<file path="config.mk">
export PLATFORM = sky130hd
export DESIGN_NAME = spi_master
export DESIGN_NICKNAME = d
export VERILOG_FILES = /design/src/rtl/spi_pkg.sv /design/src/rtl/spi_clk_div.sv /design/src/rtl/spi_master.sv
export SDC_FILE = /design/constraint.sdc
export NUM_CORES = 1
export LEC_CHECK = 0
export ABC_AREA = 1
export BUFFER_PORTS_ARGS = -buffer_cell sky130_fd_sc_hd__buf_2
export CAP_MARGIN = 10
export CORE_AREA = 2 2 61 86
export DETAILED_ROUTE_END_ITERATION = 16
export DIE_AREA = 0 0 63 88
export PLACE_DENSITY_LB_ADDON = 0.25
export SLEW_MARGIN = 0
export SYNTH_ARGS = -nofsm -noshare
export SYNTH_HDL_FRONTEND = slang
export SYNTH_SLANG_ARGS = --single-unit
</file>
<file path="constraint.sdc">
create_clock -name clk -period 5 [get_ports clk]
set_input_delay 0.75 -clock clk [delete_from_list [all_inputs] [get_ports clk]]
set_output_delay 0.75 -clock clk [all_outputs]
set_load 0.05 [all_outputs]
</file>
<file path="src/rtl/spi_pkg.sv">
// rtl/spi_pkg.sv - shared SPI master types, defaults and bridge frame fields
package spi_pkg;

    typedef enum logic [2:0] {
        IDLE,
        SETUP,
        HIGH,
        LOW,
        HOLD,
        GAP
    } spi_state_t;

    localparam int SPI_FRAME_WIDTH = 16;

    // Bridge frame layout: R/W flag, 7-bit register address, 8-bit data
    localparam int RW_BIT   = 15;
    localparam int ADDR_MSB = 14;
    localparam int ADDR_LSB = 8;
    localparam int DATA_MSB = 7;

endpackage

</file>
<file path="src/rtl/spi_clk_div.sv">
// rtl/spi_clk_div.sv - per-state divider counter producing the expire tick
module spi_clk_div
    import spi_pkg::*;
#(
    parameter int CLK_DIV = 2
) (
    input  logic clk,
    input  logic resetn,
    input  logic clear,
    output logic expire
);

    localparam int CW = (CLK_DIV > 1) ? $clog2(CLK_DIV) : 1;
    localparam logic [CW-1:0] LAST = CW'(CLK_DIV - 1);

    logic [CW-1:0] cnt;

    // Count system clocks spent in the current state; restart on every state change
    always_ff @(posedge clk or negedge resetn) begin
        if (!resetn) begin
            cnt <= '0;
        end else if (clear) begin
            cnt <= '0;
        end else begin
            cnt <= cnt + 1'b1;
        end
    end

    assign expire = (cnt == LAST);

endmodule

</file>
<file path="src/rtl/spi_master.sv">
// rtl/spi_master.sv - mode 0 SPI master shifting one fixed-width frame MSB first
module spi_master
    import spi_pkg::*;
#(
    parameter int FRAME_WIDTH = SPI_FRAME_WIDTH,
    parameter int CLK_DIV     = 2
) (
    input  logic                   clk,
    input  logic                   resetn,
    input  logic                   start,
    input  logic [FRAME_WIDTH-1:0] tx_data,
    output logic                   ready,
    output logic                   done,
    output logic [FRAME_WIDTH-1:0] rx_data,
    output logic                   sclk,
    output logic                   ss,
    output logic                   mosi,
    input  logic                   miso
);

    localparam int BW = $clog2(FRAME_WIDTH) + 1;
    localparam logic [BW-1:0] LAST_BIT = BW'(FRAME_WIDTH - 1);

    spi_state_t state, state_next;

    logic                   expire;
    logic                   div_clear;
    logic [FRAME_WIDTH-1:0] tx_sh;
    logic [FRAME_WIDTH-1:0] rx_sh;
    logic [BW-1:0]          bit_cnt;
    logic                   do_load, do_rise, do_fall, do_finish, do_release;

    // The divider restarts whenever the state changes and is held at zero while idle
    assign div_clear = (state_next != state) || (state == IDLE);

    // mosi comes straight from the tx shift register MSB, which is cleared outside a frame
    assign mosi = tx_sh[FRAME_WIDTH-1];

    spi_clk_div #(
        .CLK_DIV (CLK_DIV)
    ) u_clk_div (
        .clk    (clk),
        .resetn (resetn),
        .clear  (div_clear),
        .expire (expire)
    );

    // State register
    always_ff @(posedge clk or negedge resetn) begin
        if (!resetn) begin
            state <= IDLE;
        end else begin
            state <= state_next;
        end
    end

    // Next-state decode and one-cycle action strobes for the datapath
    always_comb begin
        state_next = state;
        do_load    = 1'b0;
        do_rise    = 1'b0;
        do_fall    = 1'b0;
        do_finish  = 1'b0;
        do_release = 1'b0;
        case (state)
            IDLE: begin
                if (start && ready) begin
                    do_load    = 1'b1;
                    state_next = SETUP;
                end
            end
            SETUP, LOW: begin
                if (expire) begin
                    do_rise    = 1'b1;
                    state_next = HIGH;
                end
            end
            HIGH: begin
                if (expire) begin
                    do_fall    = 1'b1;
                    state_next = (bit_cnt == LAST_BIT) ? HOLD : LOW;
                end
            end
            HOLD: begin
                if (expire) begin
                    do_finish  = 1'b1;
                    state_next = GAP;
                end
            end
            GAP: begin
                if (expire) begin
                    do_release = 1'b1;
                    state_next = IDLE;
                end
            end
            default: state_next = IDLE;
        endcase
    end

    // Shift registers, bit counter and registered SPI/handshake outputs
    always_ff @(posedge clk or negedge resetn) begin
        if (!resetn) begin
            tx_sh   <= '0;
            rx_sh   <= '0;
            bit_cnt <= '0;
            rx_data <= '0;
            ready   <= 1'b1;
            done    <= 1'b0;
            sclk    <= 1'b0;
            ss      <= 1'b1;
        end else begin
            done <= do_finish;
            if (do_load) begin
                tx_sh   <= tx_data;
                ss      <= 1'b0;
                ready   <= 1'b0;
                bit_cnt <= '0;
            end
            if (do_rise) begin
                sclk  <= 1'b1;
                rx_sh <= {rx_sh[FRAME_WIDTH-2:0], miso};
            end
            if (do_fall) begin
                sclk    <= 1'b0;
                bit_cnt <= bit_cnt + 1'b1;
                // The last bit stays on mosi through HOLD
                if (bit_cnt != LAST_BIT) begin
                    tx_sh <= {tx_sh[FRAME_WIDTH-2:0], 1'b0};
                end
            end
            if (do_finish) begin
                ss      <= 1'b1;
                tx_sh   <= '0;
                rx_data <= rx_sh;
            end
            if (do_release) begin
                ready <= 1'b1;
            end
        end
    end

endmodule

</file>
### Word-level counts from Yosys, hierarchy flattened

Cells that the tools add are included.

| storage, ports and cells | value |
|---|---|
| flip-flop bits (word level) | 61 |
| input bits | 20 |
| output and inout bits | 21 |
| word-level logic and storage cells | 54 |

| operators by class | value |
|---|---|
| add/sub/neg operators | 2 |
| equality and inequality tests | 8 |
| mux-type cells | 26 |
| reductions and logical operators | 8 |

Operators by type and width:

| kind | count |
|---|---|
| $mux 16 | 4 |
| $mux 3 | 6 |
| $pmux 3 s5 | 1 |
| $mux 1 | 13 |
| $mux 5 | 2 |
| $reduce_bool 2->1 | 4 |
| $eq 3x2->1 const B | 2 |
| $eq 3x3->1 const B | 2 |
| $add 5x1->5 const B | 1 |
| $eq 5x4->1 const B | 1 |
| $ne 5x4->1 const B | 1 |
| $eq 3x1->1 const B | 1 |
| $logic_not 3->1 | 1 |
| $ne 3x3->1 | 1 |
| $reduce_or 2->1 | 1 |
| $add 1x1->1 const B | 1 |
| $logic_and 1x1->1 | 1 |
| $logic_or 1x1->1 | 1 |

### Longest topological paths before layout

Gate-level depths: netlist of the first run.

| logic depth | value |
|---|---|
| depth in word-level cells | 7 |
| mapped depth | 11 |

### Hierarchy

A second synthesis of the first run with hierarchy kept.

| unflattened totals | value |
|---|---|
| cells, all modules | 309 |
| area, all modules | 2731.4 um2 |

By module, submodules not included:

| module | instances | cells an instance | area each (um2) | seq. area each (um2) |
|---|---|---|---|---|
| spi_master | 1 | 307 | 2702.6 | 1503.9 |
| spi_clk_div | 1 | 2 | 28.8 | 25.0 |

### Least setup slack after synthesis of the first run

No wires, ideal clock.

| path | value |
|---|---|
| path type | reg-to-reg |
| start | reg bit_cnt[0] |
| end | reg tx_sh[10] |
| arrival | 1548 ps |
| required time | 4883 ps |
| path slack | 3334 ps |
| stages on the path, launching flop included | 12 |
| buffers on the path | 1 |
| path through | dfrtp_1 > ha_1 > nand2_1 > nor2_1 > ha_1 > inv_1 > nand4_1 > nand2_1 > inv_2 > buf_2 > nand2_1 > nand2_1 |

| between the ends | value |
|---|---|
| word-level cells in the longest chain between the ends | 4 |

Ends and longest elaborated chain:

| what | RTL line | text |
|---|---|---|
| from (decl) | spi_master.sv:30 | `logic [BW-1:0] bit_cnt;` |
| from (signal assigned) | spi_master.sv:125 | `bit_cnt <= bit_cnt + 1'b1;` |
| $ne 5x4->1 | spi_master.sv:127 | `if (bit_cnt != LAST_BIT) begin` |
| $mux 16 | spi_master.sv:127 |  |
| $mux 16 | spi_master.sv:123 | `if (do_fall) begin` |
| $mux 16 | spi_master.sv:131 | `if (do_finish) begin` |
| to (signal assigned) | spi_master.sv:114 | `tx_sh <= tx_data;` |
| to (signal assigned) | spi_master.sv:128 | `tx_sh <= {tx_sh[FRAME_WIDTH-2:0], 1'b0};` |
| to (decl) | spi_master.sv:28 | `logic [FRAME_WIDTH-1:0] tx_sh;` |

No other way between the ends.
A chain may end at the register's enable or synchronous reset.

### Worst setup path in the final report of the first run

| path | value |
|---|---|
| start | reg state[0] |
| end | reg tx_sh[3] |

| between the ends | value |
|---|---|
| word-level cells in the longest chain between the ends | 6 |
| elaborated cells between the ends (all ways) | 10 |
| those cells by class | 2 x eq/ne; 7 x mux; 1 x reduce/logical |

Ends and longest elaborated chain:

| what | RTL line | text |
|---|---|---|
| from (decl) | spi_master.sv:24 | `spi_state_t state, state_next;` |
| from (signal assigned) | spi_master.sv:53 | `state <= state_next;` |
| $logic_not 3->1 | spi_master.sv:65 | `case (state)` |
| $mux 1 | spi_master.sv:65 |  |
| $mux 16 | spi_master.sv:113 | `if (do_load) begin` |
| $mux 16 | spi_master.sv:127 |  |
| $mux 16 | spi_master.sv:123 |  |
| $mux 16 * | spi_master.sv:131 |  |

Every way passes the cells marked *; elsewhere a longest branch is shown, timed or not.

==> flow_metrics.tcl, run 1 <==
set metrics [dict create \
    whs_path_depth 2 \
    grt_max_degree 62 \
    worstSetupEndpointType "flip-flop" \
    dr_total_vias 2192 \
    cts_buffer_depth 2 \
    syn_area_mm2 0.00273 \
    setup_viol 0 \
    worst_slew_pin_slew_ns 1.05 \
    dp.cells 407 \
    r2r-end "tx_sh[3]" \
    clock-sinks 61 \
    via_per_inst 5.18 \
    layout_commonest_cell "nand2_1" \
    fin_nets 377 \
    slew_headroom_pct 29.7 \
    routedWlPerCell_um 13.0 \
    dp_hpwl_mm 3.51 \
    min-delay-start "ss" \
    cts-buffers-inserted 9 \
    p_int_mw 0.814 \
    design.die.area_mm2 0.00554 \
    tritoncts "built" \
    initial_core_util_pct 57.2 \
    clock_latency_ns 0.33 \
    combinationalPowerShare_pct 2.5 \
    critical_path_buf_inv_count 1 \
    hold_class "flip-flop to flip-flop" \
    post-route-period-util_pct 49.2 \
    cts_setup_buffers 0 \
    path_max_fanout 49 \
    synthCells 319 \
    synth-xor-area-share_pct 0 \
    power_frac_seq_pct 49.4 \
    power_frac_clock_pct 48.0 \
    grtUsageTotal_pct 21.7 \
    fp.dieW_um 63 \
    rows 30 \
    cts_resized 0 \
    grt_pass1_wl_mm 9.48 \
    routed_wl_mm 5.51 \
    synthMuxAreaShare_pct 0 \
    crit_cells 6 \
    maxSlewViolCount 0 \
    status "finished, final reports clean" \
    synth_cell_types 22 \
    synth_fa_ha_area_share_pct 1.38 \
    slowest_stage "nand3_2" \
    drc 0 \
    synth_compound_area_share_pct 8.26 \
    worstPathArrival_ns 2.66 \
    synthesis.nets 342 \
    antenna_cells 0 \
    worst_r2r_path_depth 6 \
    portBuffers 40 \
    reg2reg_setup_slack_ns 2.54 \
    antenna_left 0 \
    yosysWarnings 0 \
    synth_top_family_by_area "simple AND/OR/NAND/NOR gates" \
    mostFrequentLayoutCells "110 x nand2_1, 59 x dfrtp_1, 40 x buf_2" \
    synthSimpleGateAreaFrac_pct 26.9 \
    fin_crit_ns 2.46 \
    powerDensity_mw_per_mm2 323 \
    swShare_pct 19.9 \
    cp-start-kind "flip-flop" \
    fin_cells 423 \
    path_class "flip-flop to flip-flop" \
    syn_avg_cell_area_um2 8.54 \
    power.leakage_nw 1.69 \
    skew_ns 0.00513 \
    critPathTopFamily "simple AND/OR/NAND/NOR gates" \
    globalRouteOverflowTotal 0 \
    io_pins 41 \
    max_cap_violations 0 \
    whs_endpoint "ss" \
    grt_setup_unrepaired "false" \
    peakVddDrop_mv 0.263 \
    gp_congestion 0.782 \
    ys_seq_elements 61 \
    hold_viol_final 0 \
    drive_gt1_share_pct 17.8 \
    power_switching_mw 0.202 \
    clock.fmax_mhz 407 \
    htreeDepth 3 \
    r2r-start "state[0]" \
    path_clk_slew_ns 0.07 \
    yosysSeqAreaShare_pct 56.1 \
    die_h_um 88 \
    core_mm2 0.00477 \
    crit_top_cell "nand2_1" \
    drt_first_pass_iters 4 \
    drtIter0Drc 140 \
    grt_pass1_vias 2183 \
    crit_required_ns 5.20 \
    tns_ns 0 \
    critPathMaxStageDelay_ns 0.79 \
    antenna_found_initial 0 \
    cts_hold_buf 0 \
    cp_cell_sequence "nor2_4 -> nand3_2 -> nand2_1 -> inv_2 -> nand2_1 -> nand2_1" \
    synthToLayoutAreaGrowth_pct 15.6 \
    cts-root-buf "clkbuf_8" \
]
[logic make-up (layout without fill, tap and decap cells)]
| group | Yosys count | in the layout |
|---|---|---|
| simple gates | 164 | 164 |
| flops | 61 | 61 |
| buf+inv | 47 | 87 |
| compound gates | 44 | 44 |
| fa+ha+maj | 3 | 3 |
[routing by layer]
| metal | wire length [um] | track usage [%] | vias up |
|---|---|---|---|
| met3 | 225 | 6.17 | 5 |
| met4 | 54 | 7.07 | 0 |
| met2 | 2830 | 38.0 | 48 |
| li1 | - | - | 1110 |
| met1 | 2390 | 26.0 | 1029 |
| met5 | 0 | 0 | - |
[cells in the mapped netlist]
library cell	count	area [um2]
nand3b_1	1	7.51
inv_1	28	105
clkbuf_1	5	18.8
dfstp_2	2	52.6
o21ai_1	13	65.1
nand3_1	10	50.1
ha_1	3	37.5
nor2_1	10	37.5
buf_1	1	3.75
o21ai_0	26	130
nand4_1	29	181
a22oi_1	1	7.51
inv_2	2	7.51
buf_4	2	15.0
a21oi_1	3	15.0
nand3_2	2	20.0
buf_6	1	11.3
o211ai_1	1	7.51
buf_2	8	40.0
nand2_1	110	413
dfrtp_1	59	1480
nor2_4	2	22.5
[layout make-up]
type	instances	area [um2]
Multi-Input combinational cell	211	995
Tap cell	64	80.1
Inverter	30	113
Fill cell	390	1620
Clock buffer	12	155
Timing Repair Buffer	41	208
Sequential cell	61	1530
Clock inverter	4	70.1
[stage by stage]
| step | power (mW) | util [%] | setup WS (ns) | cell area [um2] | hold slack, ns |
|---|---|---|---|---|---|
| 5_1_grt | 1.06 | 66.1 | 2.23 | 3150 | 0.477 |
| 3_3_place_gp | 0.537 | 61.3 | 2.62 | 2920 | 0.451 |
| 4_1_cts | 1.03 | 66.1 | 2.52 | 3150 | 0.465 |
| 2_1_floorplan | 0.517 | - | 3.33 | 2730 | 0.442 |
| 3_5_place_dp | 0.537 | 61.3 | 2.54 | 2920 | 0.454 |
| 6_report | 1.02 | 66.1 | 2.54 | 3150 | 0.462 |
[worst max path at each step]
stage	from	endpoint	slack (ns)
global route	state[0]	tx_sh[13]	2.23
detailed placement	state[0]	tx_sh[3]	2.54
floorplan	bit_cnt[0]	tx_sh[10]	3.33
global placement	state[0]	tx_sh[12]	2.62
CTS	state[0]	tx_sh[3]	2.52
finish	state[0]	tx_sh[3]	2.54
[worst min-delay path: cells and delay by family, from the launching register on]
| kind | cells | cell delay, ns |
|---|---|---|
| DFF | 1 | 0.37 |
| and+or+nand+nor | 2 | 0.09 |
[state kept, by name, summed over array words and instances (netlist names)]
register	flops
ss	1
tx_sh	16
bit_cnt	5
u_clk_div.expire	1
state	3
sclk	1
ready	1
done	1
rx_sh	16
rx_data	16
[power groups by stage]
stage,Sequential [mW],Combinational (mW),Clock [mW]
CTS,0.502,0.0267,0.498
global route,0.502,0.0303,0.524
finish,0.502,0.0258,0.488
floorplan,0.510,0.00717,0
global placement,0.511,0.0263,0
detailed placement,0.511,0.0266,0
Note: power is estimated with default switching activity, not from simulation.
==> inputs of run 2 (changes only) <==
--- a/config.mk
+++ b/config.mk
@@ -5,12 +5,12 @@
 export SDC_FILE = /design/constraint.sdc
 export NUM_CORES = 1
 export LEC_CHECK = 0
-export ABC_AREA = 1
+export ABC_AREA = 0
 export BUFFER_PORTS_ARGS = -buffer_cell sky130_fd_sc_hd__buf_2
 export CAP_MARGIN = 10
-export CORE_AREA = 2 2 61 86
+export CORE_AREA = 2 2 61 87
 export DETAILED_ROUTE_END_ITERATION = 16
-export DIE_AREA = 0 0 63 88
+export DIE_AREA = 0 0 63 89
 export PLACE_DENSITY_LB_ADDON = 0.25
 export SLEW_MARGIN = 0
 export SYNTH_ARGS = -nofsm -noshare
==> constraint.sdc (replaced) <==
create_clock -name clk -period 2.3 [get_ports clk]
set_input_delay 0.345 -clock clk [delete_from_list [all_inputs] [get_ports clk]]
set_output_delay 0.345 -clock clk [all_outputs]
set_load 0.05 [all_outputs]
==> flow_metrics.tcl, run 2 <==
set metrics [dict create \
    worst_slew_pin_slew_ns 0.450 \
    grt_setup_unrepaired "false" \
    synth_area_leaders "dfrtp_1 56%, mux2_2 14%, mux2i_1 5.3%" \
    path_max_fanout 10 \
    routed_wl_mm 4.56 \
    cts_resized 0 \
    worstPathArrival_ns 2.16 \
    synth_top_area_share_pct 56.2 \
    path_class "flip-flop to flip-flop" \
    cp_cell_sequence "ha_1 -> and3_1 -> ha_1 -> o21ai_0 -> and3b_1 -> buf_4 -> o21ai_0" \
    skew_ns 0.00696 \
    mostFrequentLayoutCells "59 x dfrtp_1, 40 x buf_2, 32 x mux2_2" \
    synth-edff-count 0 \
    design_area_mm2 0.00303 \
    synthCells 207 \
    fin_nets 274 \
    portBuffers 40 \
    post-route-period-util_pct 85.0 \
    io_pins 41 \
    yosysTopAreaCell "dfrtp_1" \
    antenna_cells 0 \
    dp_hpwl_mm 3.16 \
    layout_commonest_cell "dfrtp_1" \
    powerDensity_mw_per_mm2 682 \
    postSynth.asyncResetShare_pct 100 \
    post-synth-top-count-cell "dfrtp_1" \
    cts-root-buf "clkbuf_8" \
    drive_gt1_share_pct 38.0 \
    hold_class "input pin to asynchronous set/reset pin" \
    drtIter0Drc 61 \
    cts_setup_buffers 0 \
    r2r-start "bit_cnt[0]" \
    drc 0 \
    dr_total_vias 1701 \
    critPathMaxStageDelay_ns 0.41 \
    r2r-end "tx_sh[2]" \
    grt_pass1_wl_mm 8.04 \
    reg2reg_setup_slack_ns 0.35 \
    fin_crit_ns 1.95 \
    core_mm2 0.00477 \
    peakVddDrop_mv 0.461 \
    hold_viol_final 0 \
    fp.dieW_um 63 \
    htreeDepth 3 \
    clock-sinks 61 \
    yosysWarnings 0 \
    syn_area_mm2 0.00263 \
    grt_pass1_vias 1747 \
    globalRouteOverflowTotal 0 \
    routedWlPerCell_um 14.3 \
    via_per_inst 5.33 \
    power.leakage_nw 1.45 \
    reg_top3 "rx_data: 16 flops, rx_sh: 16 flops, tx_sh: 16 flops" \
    clock_latency_ns 0.33 \
    worstSetupEndpointType "flip-flop" \
    rows 30 \
    place_area_mm2 0.00284 \
    grtUsageTotal_pct 18.9 \
    antenna_left 0 \
    gp_congestion 0.817 \
    status "finished, final reports clean" \
    tritoncts "built" \
    cts_hold_buf 0 \
    worst_r2r_path_depth 7 \
    synthTopCellsByCount "59 x dfrtp_1, 32 x mux2_2, 30 x nand2_1, 15 x o21ai_0, 14 x mux2i_1" \
    synth_ff_type "dfrtp_1" \
    maxSlewViolCount 0 \
    synthesis.nets 230 \
    max_cap_violations 0 \
    drt_first_pass_iters 4 \
    grt_max_degree 34 \
    slowest_stage "dfrtp_1" \
    ys_seq_elements 61 \
    slew_headroom_pct 69.8 \
    clock.fmax_mhz 512 \
    cp-start-kind "flip-flop" \
    die_h_um 89 \
    synthToLayoutAreaGrowth_pct 15.5 \
    cts-buffers-inserted 9 \
    tns_ns 0 \
    path_clk_slew_ns 0.07 \
    antenna_found_initial 0 \
    cts_buffer_depth 2 \
    yosysSeqAreaShare_pct 58.2 \
    setup_viol 0 \
    initial_core_util_pct 55.1 \
    crit_required_ns 2.50 \
    syn_avg_cell_area_um2 12.7 \
    synth_cell_types 36 \
    design.die.area_mm2 0.00561 \
]
==> run 2: layer usage <==
layer	global-route usage (%)	vias up	share of wire [%]	wire length (um)
li1	-	816	-	-
met1	23.3	830	43	1960
met2	30.5	44	50	2300
met3	3.53	11	3.6	164
met4	13.3	0	3.0	135
met5	0	-	0	0
==> run 2: area by class of cell <==
class                   count  area, um2
flip-flops and latches     61       1530
inverters                   2       7.51
fillers                   401       1730
multi-input cells         132        987
clock inverters             1       30.0
clock buffers              14        163
well taps                  64       80.1
repair buffers             45        238
==> run 2: how the worst max path moves through the flow <==
stage / startpoint / to / slack (ns) / cells past startpoint
finish: bit_cnt[0] / tx_sh[2] / 0.35 / 7
global route: bit_cnt[0] / tx_sh[2] / 0.15 / 7
CTS: bit_cnt[0] / tx_sh[5] / 0.34 / 7
detailed placement: bit_cnt[0] / tx_sh[5] / 0.35 / 7
global placement: bit_cnt[0] / tx_sh[15] / 0.43 / 7
floorplan: bit_cnt[0] / tx_sh[5] / 0.52 / 7
==> run 2: kinds of logic after synthesis <==
| group | after synthesis | share of synthesized area (%) |
|---|---|---|
| flip-flops | 61 | 58.2 |
| AND/OR/NAND/NOR | 49 | 9.81 |
| multiplexers | 46 | 19.0 |
| AO/OA/AOI/OAI | 34 | 7.29 |
| buffers and inverters | 14 | 4.24 |
| adder cells (fa/ha/maj) | 3 | 1.43 |
==> run 2: power breakdown <==
part           leakage [nW]  total, mW  internal, mW  switching [mW]
Combinational         0.582     0.0513        0.0232          0.0282
Clock                0.0968      0.925         0.555           0.370
Sequential            0.770       1.09          1.09         0.00803
Total                  1.45       2.07          1.66           0.406
==> run 2: worst max-delay path, delay by kind of cell, from the launching register on <==
kind                     cells  cell delay, ns
AO/OA/AOI/OAI                2            0.26
adder cells (fa/ha/maj)      2            0.47
buffers and inverters        1            0.21
flip-flops                   1            0.41
AND/OR/NAND/NOR              2            0.48
==> run 2: through the flow <==
stage | hold WS (ns) | util (%) | cells | setup WS (ns) | power, mW
finish | 0.0222 | 63.6 | 319 | 0.345 | 2.07
CTS | 0.0185 | 63.6 | 319 | 0.337 | 2.10
floorplan | 0.0494 | - | 207 | 0.523 | 1.12
global route | 0.0497 | 63.6 | 319 | 0.152 | 2.16
detailed placement | 0.376 | 59.6 | 304 | 0.350 | 1.17
global placement | 0.376 | 59.6 | 304 | 0.430 | 1.16
